===== config.mk =====
export PLATFORM = sky130hd
export DESIGN_NAME = treat_store_buffer
export DESIGN_NICKNAME = d
export VERILOG_FILES = /design/src/rtl/treat_store_buffer.sv
export SDC_FILE = /design/constraint.sdc
export NUM_CORES = 1
export LEC_CHECK = 0
export ABC_AREA = 1
export CELL_PAD_IN_SITES_DETAIL_PLACEMENT = 1
export CELL_PAD_IN_SITES_GLOBAL_PLACEMENT = 2
export CORE_MARGIN = 1.5
export CORE_UTILIZATION = 28
export DETAILED_ROUTE_END_ITERATION = 6
export PLACE_DENSITY_LB_ADDON = 0.3
export SLEW_MARGIN = 20
export SYNTH_ARGS = -nofsm -noshare
export SYNTH_HDL_FRONTEND = slang
export SYNTH_SLANG_ARGS = --single-unit

===== constraint.sdc =====
create_clock -name tsb_i_clk -period 2.14 [get_ports tsb_i_clk]
set_input_delay 0.428 -clock tsb_i_clk [delete_from_list [all_inputs] [get_ports tsb_i_clk]]
set_output_delay 0.428 -clock tsb_i_clk [all_outputs]
set_load 0.02 [all_outputs]

===== src/rtl/treat_store_buffer.sv =====
// MEM-stage store buffer: formats stores into byte lanes, rejects misaligned ones,
// queues accepted stores in order toward data memory and flags load/store word hits.
module treat_store_buffer #(
  parameter int DWIDTH       = 32,
  parameter int AWIDTH       = 32,
  parameter int DEPTH        = 4,
  parameter int OPCODE_WIDTH = 6,
  // Encodings must match STORE / STORE_BYTE / STORE_HALF of the shared opcode header.
  parameter logic [OPCODE_WIDTH-1:0] STORE      = OPCODE_WIDTH'(20),
  parameter logic [OPCODE_WIDTH-1:0] STORE_BYTE = OPCODE_WIDTH'(21),
  parameter logic [OPCODE_WIDTH-1:0] STORE_HALF = OPCODE_WIDTH'(22)
) (
  input  logic                    tsb_i_clk,
  input  logic                    tsb_i_rst,
  input  logic                    tsb_i_valid,
  input  logic [OPCODE_WIDTH-1:0] tsb_i_opcode,
  input  logic [AWIDTH-1:0]       tsb_i_addr,
  input  logic [DWIDTH-1:0]       tsb_i_data,
  output logic                    tsb_o_ready,
  output logic                    tsb_o_misaligned,
  output logic                    tsb_o_mem_valid,
  output logic [AWIDTH-1:0]       tsb_o_mem_addr,
  output logic [DWIDTH-1:0]       tsb_o_mem_data,
  output logic [3:0]              tsb_o_mem_be,
  input  logic                    tsb_i_mem_ready,
  input  logic [AWIDTH-1:0]       tsb_i_chk_addr,
  output logic                    tsb_o_chk_hit,
  output logic                    tsb_o_empty,
  output logic [$clog2(DEPTH):0]  tsb_o_count
);

  localparam int PW = $clog2(DEPTH);
  localparam int CW = PW + 1;
  localparam logic [CW-1:0] FULL = CW'(DEPTH);

  logic [AWIDTH-1:0] r_addr [DEPTH];
  logic [DWIDTH-1:0] r_data [DEPTH];
  logic [3:0]        r_be   [DEPTH];
  logic [DEPTH-1:0]  r_vld;
  logic [PW-1:0]     r_wptr;
  logic [PW-1:0]     r_rptr;
  logic [CW-1:0]     r_count;
  logic              r_mis;

  logic              w_is_b;
  logic              w_is_h;
  logic              w_is_w;
  logic              w_store;
  logic              w_misal;
  logic              w_enq;
  logic              w_deq;
  logic              w_empty;
  logic [AWIDTH-1:0] w_fmt_addr;
  logic [DWIDTH-1:0] w_fmt_data;
  logic [3:0]        w_fmt_be;
  logic              w_hit;
  logic              w_unused_chk;

  assign w_is_b  = tsb_i_opcode == STORE_BYTE;
  assign w_is_h  = tsb_i_opcode == STORE_HALF;
  assign w_is_w  = tsb_i_opcode == STORE;
  assign w_store = tsb_i_valid && (w_is_b || w_is_h || w_is_w);
  assign w_misal = (w_is_h && tsb_i_addr[0]) ||
                   (w_is_w && (tsb_i_addr[1:0] != 2'b00));

  assign w_empty = r_count == '0;
  assign w_enq   = w_store && !w_misal && tsb_o_ready;
  assign w_deq   = !w_empty && tsb_i_mem_ready;

  assign w_fmt_addr = {tsb_i_addr[AWIDTH-1:2], 2'b00};

  // Replicate data into byte lanes and build byte enables from the offset
  always_comb begin
    w_fmt_data = tsb_i_data;
    w_fmt_be   = 4'b1111;
    unique case (1'b1)
      w_is_b: begin
        w_fmt_data = {4{tsb_i_data[7:0]}};
        w_fmt_be   = 4'b0001 << tsb_i_addr[1:0];
      end
      w_is_h: begin
        w_fmt_data = {2{tsb_i_data[15:0]}};
        w_fmt_be   = tsb_i_addr[1] ? 4'b1100 : 4'b0011;
      end
      default: begin
        w_fmt_data = tsb_i_data;
        w_fmt_be   = 4'b1111;
      end
    endcase
  end

  // FIFO storage, pointers, occupancy and the misaligned pulse
  always_ff @(posedge tsb_i_clk or negedge tsb_i_rst) begin
    if (!tsb_i_rst) begin
      for (int i = 0; i < DEPTH; i++) begin
        r_addr[i] <= '0;
        r_data[i] <= '0;
        r_be[i]   <= '0;
      end
      r_vld   <= '0;
      r_wptr  <= '0;
      r_rptr  <= '0;
      r_count <= '0;
      r_mis   <= 1'b0;
    end else begin
      r_mis <= w_store && w_misal;
      // enq and deq never touch the same slot: that needs empty or full
      if (w_deq) begin
        r_vld[r_rptr] <= 1'b0;
        r_rptr        <= r_rptr + PW'(1);
      end
      if (w_enq) begin
        r_addr[r_wptr] <= w_fmt_addr;
        r_data[r_wptr] <= w_fmt_data;
        r_be[r_wptr]   <= w_fmt_be;
        r_vld[r_wptr]  <= 1'b1;
        r_wptr         <= r_wptr + PW'(1);
      end
      case ({w_enq, w_deq})
        2'b10:   r_count <= r_count + CW'(1);
        2'b01:   r_count <= r_count - CW'(1);
        default: r_count <= r_count;
      endcase
    end
  end

  // Word-address match of a load against every pending entry
  always_comb begin
    w_hit = 1'b0;
    for (int i = 0; i < DEPTH; i++) begin
      if (r_vld[i] &&
          (r_addr[i][AWIDTH-1:2] == tsb_i_chk_addr[AWIDTH-1:2]))
        w_hit = 1'b1;
    end
  end

  assign w_unused_chk = &{1'b0, tsb_i_chk_addr[1:0]};

  assign tsb_o_ready      = r_count != FULL;
  assign tsb_o_empty      = w_empty;
  assign tsb_o_count      = r_count;
  assign tsb_o_mem_valid  = !w_empty;
  assign tsb_o_mem_addr   = r_addr[r_rptr];
  assign tsb_o_mem_data   = r_data[r_rptr];
  assign tsb_o_mem_be     = r_be[r_rptr];
  assign tsb_o_misaligned = r_mis;
  assign tsb_o_chk_hit    = w_hit;

endmodule


==> flow_metrics.py, run 1 <==
metrics = {
    "outcome": {
        "outcome": "complete, but fails checks",
        "violations": "setup timing",
    },
    "die": {
        "die_w_um": 237,
        "die_y_um": 237,
        "start_util_pct": 28.4,
        "core_area_um2": 53900,
        "num_rows": 85,
        "die_area_um2": 56200,
        "pin_count": 182,
    },
    "finish": {
        "final_cell_area_um2": 23000,
        "fin_nets": 2755,
        "fillers": 6517,
        "area_growth_pct": 50.1,
        "antenna_cells": 0,
        "fin_util_pct": 42.7,
        "drive_gt1_share_pct": 24.7,
    },
    "synth": {
        "synth_adder_area_share_pct": 0.865,
        "synthMostInstantiatedCell": "nand2_1",
        "synth_top_area_cell": "dfrtp_1",
        "synth_cell_types": 27,
        "yosys.area.top_type_share_pct": 45.0,
        "synth-edff-count": 0,
        "yosysWarnings": 0,
        "synthSimpleGateAreaFrac_pct": 36.9,
        "synthMuxAreaShare_pct": 0,
        "synth_area_leaders": "dfrtp_1 (45%), nand2_1 (23%), nand3_1 (9.4%)",
        "synth_cells": 2238,
        "ys_seq_area_share_pct": 45.0,
        "synth.top_cells.by_count": "nand2_1 (922), nand3_1 (289), dfrtp_1 (276)",
        "avgSynthCellArea_um2": 6.85,
        "synth_compound_area_share_pct": 9.12,
        "ys_seq_elements": 276,
        "synth_ff_type": "dfrtp_1",
        "synth_xor_area_share_pct": 0.685,
        "synth-async-reset-ratio_pct": 100,
        "synth_top_family_by_area": "simple AND/OR/NAND/NOR gates",
        "synth_area_um2": 15300,
    },
    "timing": {
        "slew_headroom_pct": 62.5,
        "worstMarginPinSlew_ps": 562,
        "setup_ws_ps": -376,
        "setup_violations": 67,
        "fmax_mhz": 397,
        "holdWs_ps": 340,
        "post-route-min-period_ps": 2520,
        "fin_setup_tns_ps": -20300,
        "fin_skew_ps": 31.0,
        "final_max_slew_viol_count": 0,
        "final.period_utilization_pct": 118,
        "hold_viol": 0,
        "rsz0062_at_grt": "true",
    },
    "worst_setup_path": {
        "crit_top_cell": "buf_12",
        "critPathMaxFanout": 7,
        "path_buf_inv": 4,
        "critical_path_required_ps": 1710,
        "cp_slowest_cell": "dfrtp_4",
        "cpPeakStageDelay_ps": 550,
        "crit_type": "reg -> out",
        "worst_setup_path_start_kind": "flop",
        "crit_arrival_ps": 2090,
        "path_cells": "buf_12, buf_12, buf_16, o21ai_2, o22ai_2, buf_6",
        "crit_family": "buffers and inverters",
        "crit_path_end_kind": "primary output",
    },
    "drt": {
        "route.detailed.drc": 0,
        "vias_per_cell": 5.05,
        "vias": 16900,
        "drtIter0Drc": 1086,
        "ant_nets": 0,
        "wl_per_cell_um": 22.2,
        "dr.pass1.iters": 5,
        "wl_met3_mm": 3.06,
        "wl_met1_mm": 32.3,
        "wl_met2_mm": 36.5,
        "highest_layer": "met5",
        "wirelength_mm": 74.6,
    },
    "cts": {
        "cts_max_level": 2,
        "cts_tree": "built",
        "cts.sinks": 276,
        "cts.path.max_buffers": 3,
        "clk_pin_slew_worst_paths_ps": 70,
        "clock_latency_ps": 590,
        "numCtsBuffers": 36,
        "root_buffer": "clkbuf_16",
    },
    "global_route": {
        "grt_max_degree": 54,
        "grt_pass1_wl_mm": 111,
        "overflow": 0,
        "antenna_found_initial": 2,
        "first_global_vias": 18000,
        "grt_use_total_pct": 26.2,
    },
    "power": {
        "vdd_ir_drop_max_uv": 760,
        "power.density_nw_per_um2": 1380,
        "power.total_mw": 31.7,
        "p_leak_nw": 11.8,
    },
    "hold_path": {
        "hold_path.class": "in -> async",
    },
    "placed_design": {
        "gp_congestion": 0.946,
        "hpwl_mm": 50.2,
        "portBuffers": 177,
        "placed_cell_area_um2": 20000,
    },
    "flow_run": {
        "cap_violations": 0,
    },
}
## power by group
part	switching (mW)	internal [mW]	total, mW
sequential	1.31	6.62	7.92
combinational	9.93	7.57	17.5
clock	2.61	3.69	6.30
## worst reg2reg max path: stages (launching register included)
cell and delay, ps:
dfrtp_2 420, inv_1 130, nor3_4 60, buf_4 140, buf_4 130, nor3_4 280
buf_12 250, buf_4 250, nand3_1 100, nand2_1 90
## state kept, by name, indices dropped and copies added (netlist names)
signal	cells
r_data	128
r_rptr	2
r_wptr	2
tsb_o_misaligned	1
tsb_o_count	3
r_be	16
r_vld	4
r_addr	120
## per-stage QoR
stage               instances  setup WS, ps
finish                   3359          -376
global placement         3256         -1080
floorplan                2239         -13.4
CTS                      3335          -389
global route             3359          -483
detailed placement       3256         -1100
## what timing repair did
action | 4_1_cts | 5_1_grt
gates resized for setup | 587 | 202
endpoints found under the hold margin | 31 | 0
cloned | 12 | 4
pin swaps | 40 | 58
setup buffers | 9 | 22
setup endpoints to repair | 72 | 85
hold buffers | 1 | 0
## final cells by class
class                      count  area, um^2  area share [%]
timing repair buffer         492        5100            22.2
clock buffer                  53        1050            4.58
sequential                   276        6920            30.0
timing repair inverter         2        15.0          0.0652
multi-input combinational   1690        8360            36.3
tap                          696         871            3.78
clock inverter                 9         159           0.690
inverter                     141         544            2.36
## final timing paths
path                                 from            endpoint  slack (ps)  cells past startpoint
setup / recovery                r_rptr[0]  tsb_o_mem_data[31]        -380                      6
hold / removal                  tsb_i_rst          r_addr[87]         340                      2
setup reg to reg           tsb_o_count[2]          r_addr[67]         200                      9
hold reg to reg                r_data[69]          r_data[69]         480                      2
max in group asynchronous       tsb_i_rst          r_data[46]        1040                      3
min in group tsb_i_clk         r_data[69]          r_data[69]         480                      2
## layer usage
layer  GRT usage, %  vias up
met4           10.1        4
li1               -     7935
met2           44.9      407
met3           3.44      124
met5              0        -
met1           33.6     8477
## cells in the final DEF, fill, tap and decap left out, types with 13 or more instances in the layout
cell type / n
inv_2: 16
clkbuf_16: 39
o22ai_2: 28
nor2_2: 34
a21oi_1: 25
nor2_1: 123
nor2_4: 23
dlygate4sd2_1: 16
nand2_1: 912
buf_6: 54
inv_1: 122
nand3_1: 285
a21oi_2: 25
dfrtp_1: 271
buf_16: 13
clkdlybuf4s50_1: 82
o21ai_1: 52
buf_4: 260
o21ai_2: 36
buf_12: 43
o21ai_0: 70
## logic make-up (layout without fill, tap and decap cells)
family	count (synthesis)	count (layout)
and+or+nand+nor	1399	1399
other	1	2
adders and majority gates	10	10
AOI/OAI and AO/OA	267	267
xor gates and xnor gates	12	12
DFF	276	276
buffers and inverters	273	697
Note: power is estimated with default switching activity, not from simulation.
==> run 2: changes to the inputs <==
CELL_PAD_IN_SITES_DETAIL_PLACEMENT = 0   (was 1)
CELL_PAD_IN_SITES_GLOBAL_PLACEMENT = 1   (was 2)
CORE_UTILIZATION = 35   (was 28)
clock period = 2.52 ns   (was 2.14 ns; I/O delays follow)
==> run 2 against run 1 <==
The flow still finishes with violations (setup timing). Final area decreased by 8.2%. Die area down 20%. Global-route usage grew 1.6 points. Via count shrank 3.9%. Core utilization increased by 6.3 points. Combinational power is 29% lower. Critical path type unchanged. Sequential power down 16%.
==> flow_metrics.py, run 2 (synthesis gave the netlist of run 1 again) <==
metrics = {
    "finish": {
        "final_cell_area_um2": 21100,
        "drive_gt1_share_pct": 18.1,
        "largest_register": "r_data",
        "multi_input_comb_area_um2": 8000,
        "fillers": 4380,
        "final_cell_mix": "nand2_1 (920), nand3_1 (285), dfrtp_1 (275)",
        "seq_area_um2": 6910,
        "area_growth_pct": 37.8,
        "largest_reg_flops": 128,
        "mostFrequentLayoutCell": "nand2_1",
        "reg_top3": "r_data: 128 flops, r_addr: 120 flops, r_be: 16 flops",
        "fin_nets": 2613,
    },
    "placed_design": {
        "placed_cell_area_um2": 18700,
        "dp_slack_ps": -692,
        "hpwl_mm": 41.0,
        "portBuffers": 177,
        "gp_congestion": 1.01,
    },
    "global_route": {
        "antenna_found_initial": 3,
        "grt_use_total_pct": 27.9,
        "overflow": 0,
        "grt_max_degree": 81,
        "first_global_vias": 15700,
        "grt_pass1_wl_mm": 94.6,
    },
    "die": {
        "pin_count": 182,
        "die_y_um": 212,
        "num_rows": 76,
        "die_area_um2": 45100,
        "core_area_um2": 43200,
        "die_w_um": 212,
        "start_util_pct": 35.5,
    },
    "drt": {
        "route.detailed.drc": 0,
        "drtIter0Drc": 1424,
        "dr.pass1.iters": 5,
        "vias_per_cell": 5.24,
        "ant_nets": 0,
        "wirelength_mm": 64.3,
        "vias": 16300,
        "wl_per_cell_um": 20.7,
    },
    "power": {
        "power.density_nw_per_um2": 1140,
        "power.total_mw": 24.2,
        "vdd_ir_drop_max_uv": 530,
        "p_leak_nw": 10.9,
    },
    "worst_setup_path": {
        "crit_arrival_ps": 2150,
        "timing.rr.end": "tsb_o_count[2]",
        "critical_path_required_ps": 2020,
        "r2r.worst_path.cells": 9,
        "path_cells": "clkinv_8, buf_12, o21ai_0, o22ai_1, buf_4, clkdlybuf4s15_2",
        "worst_setup_path_start_kind": "flop",
        "r2r_slack_ps": 390,
        "critPathMaxFanout": 22,
        "crit_type": "reg -> out",
        "path_buf_inv": 4,
        "crit_path_end_kind": "primary output",
        "cpPeakStageDelay_ps": 580,
        "cp_slowest_cell": "dfrtp_4",
        "crit_family": "buffers and inverters",
        "r2r_start": "tsb_o_count[0]",
    },
    "cts": {
        "cts.sinks": 276,
        "cts_max_level": 2,
        "cts_tree": "built",
        "numCtsBuffers": 35,
        "root_buffer": "clkbuf_16",
        "clock_latency_ps": 550,
        "cts.path.max_buffers": 3,
        "clk_pin_slew_worst_paths_ps": 60,
    },
    "timing": {
        "hold_viol": 0,
        "final.period_utilization_pct": 105,
        "post-route-min-period_ps": 2650,
        "worstMarginPinSlew_ps": 798,
        "rsz0062_at_grt": "true",
        "setup_ws_ps": -132,
        "fin_skew_ps": 16.8,
        "setup_violations": 21,
        "fmax_mhz": 377,
        "fin_setup_tns_ps": -1250,
        "final_max_slew_viol_count": 0,
        "slew_headroom_pct": 46.8,
    },
    "outcome": {
        "outcome": "complete, but fails checks",
        "violations": "setup timing",
    },
    "hold_path": {
        "hold_path.class": "in -> async",
    },
    "flow_run": {
        "cap_violations": 0,
    },
}
## run 2: worst max path at each step
stage,startpoint,to,cells past startpoint
finish,r_rptr[0],tsb_o_mem_data[12],6
global route,r_rptr[0],tsb_o_mem_data[11],6
CTS,r_rptr[0],tsb_o_mem_be[0],4
detailed placement,tsb_i_chk_addr[31],tsb_o_chk_hit,12
global placement,tsb_i_chk_addr[31],tsb_o_chk_hit,12
floorplan,tsb_o_count[0],tsb_o_count[1],8
## run 2: repair_timing
action,4_1_cts,5_1_grt
gates resized for setup,346,291
buffers inserted,3,22
endpoints found under the setup margin,68,61
pin swaps,8,44
cloned,7,9
endpoints found under the hold margin,41,0
hold buffers,1,0
## run 2: final cells by class
type	instances	share of cell area, %
Antenna cell	2	0.0237
Sequential cell	276	32.7
Timing Repair inverter	1	0.0770
Timing Repair Buffer	352	18.0
Tap cell	585	3.46
Inverter	141	2.56
Multi-Input combinational cell	1690	37.8
Clock buffer	48	4.76
Clock inverter	13	0.551
## run 2: worst reg2reg max path, cell delays in order (launching register included)
cell	delay (ps)
dfrtp_1	440
nor3_1	260
inv_1	200
nand2_1	140
ha_1	150
inv_1	60
fa_1	370
a21oi_1	130
o21ai_0	110
xor2_1	150
## run 2: routing by layer
layer / up-vias / share of wire, % / track usage (%)
li1: 7656 / - / -
met1: 7881 / 42 / 36.4
met2: 644 / 49 / 47.7
met3: 112 / 6.3 / 3.19
met4: 0 / 2.9 / 9.93
met5: - / 0 / 0
## run 2: metrics by stage
stage                     hold WS (ps)  util [%]  cells
final                              468      49.0   3108
after global routing               487      48.9   3106
after CTS                          476      46.5   3081
after detailed placement           456      43.3   3009
after floorplan                    208         -   2239
after global placement             451      43.3   3009
## run 2: where the power goes
part           total [mW]  switching, mW  internal (mW)
Combinational        12.5           7.45           5.06
Clock                4.96           2.05           2.91
Sequential           6.69           1.08           5.61
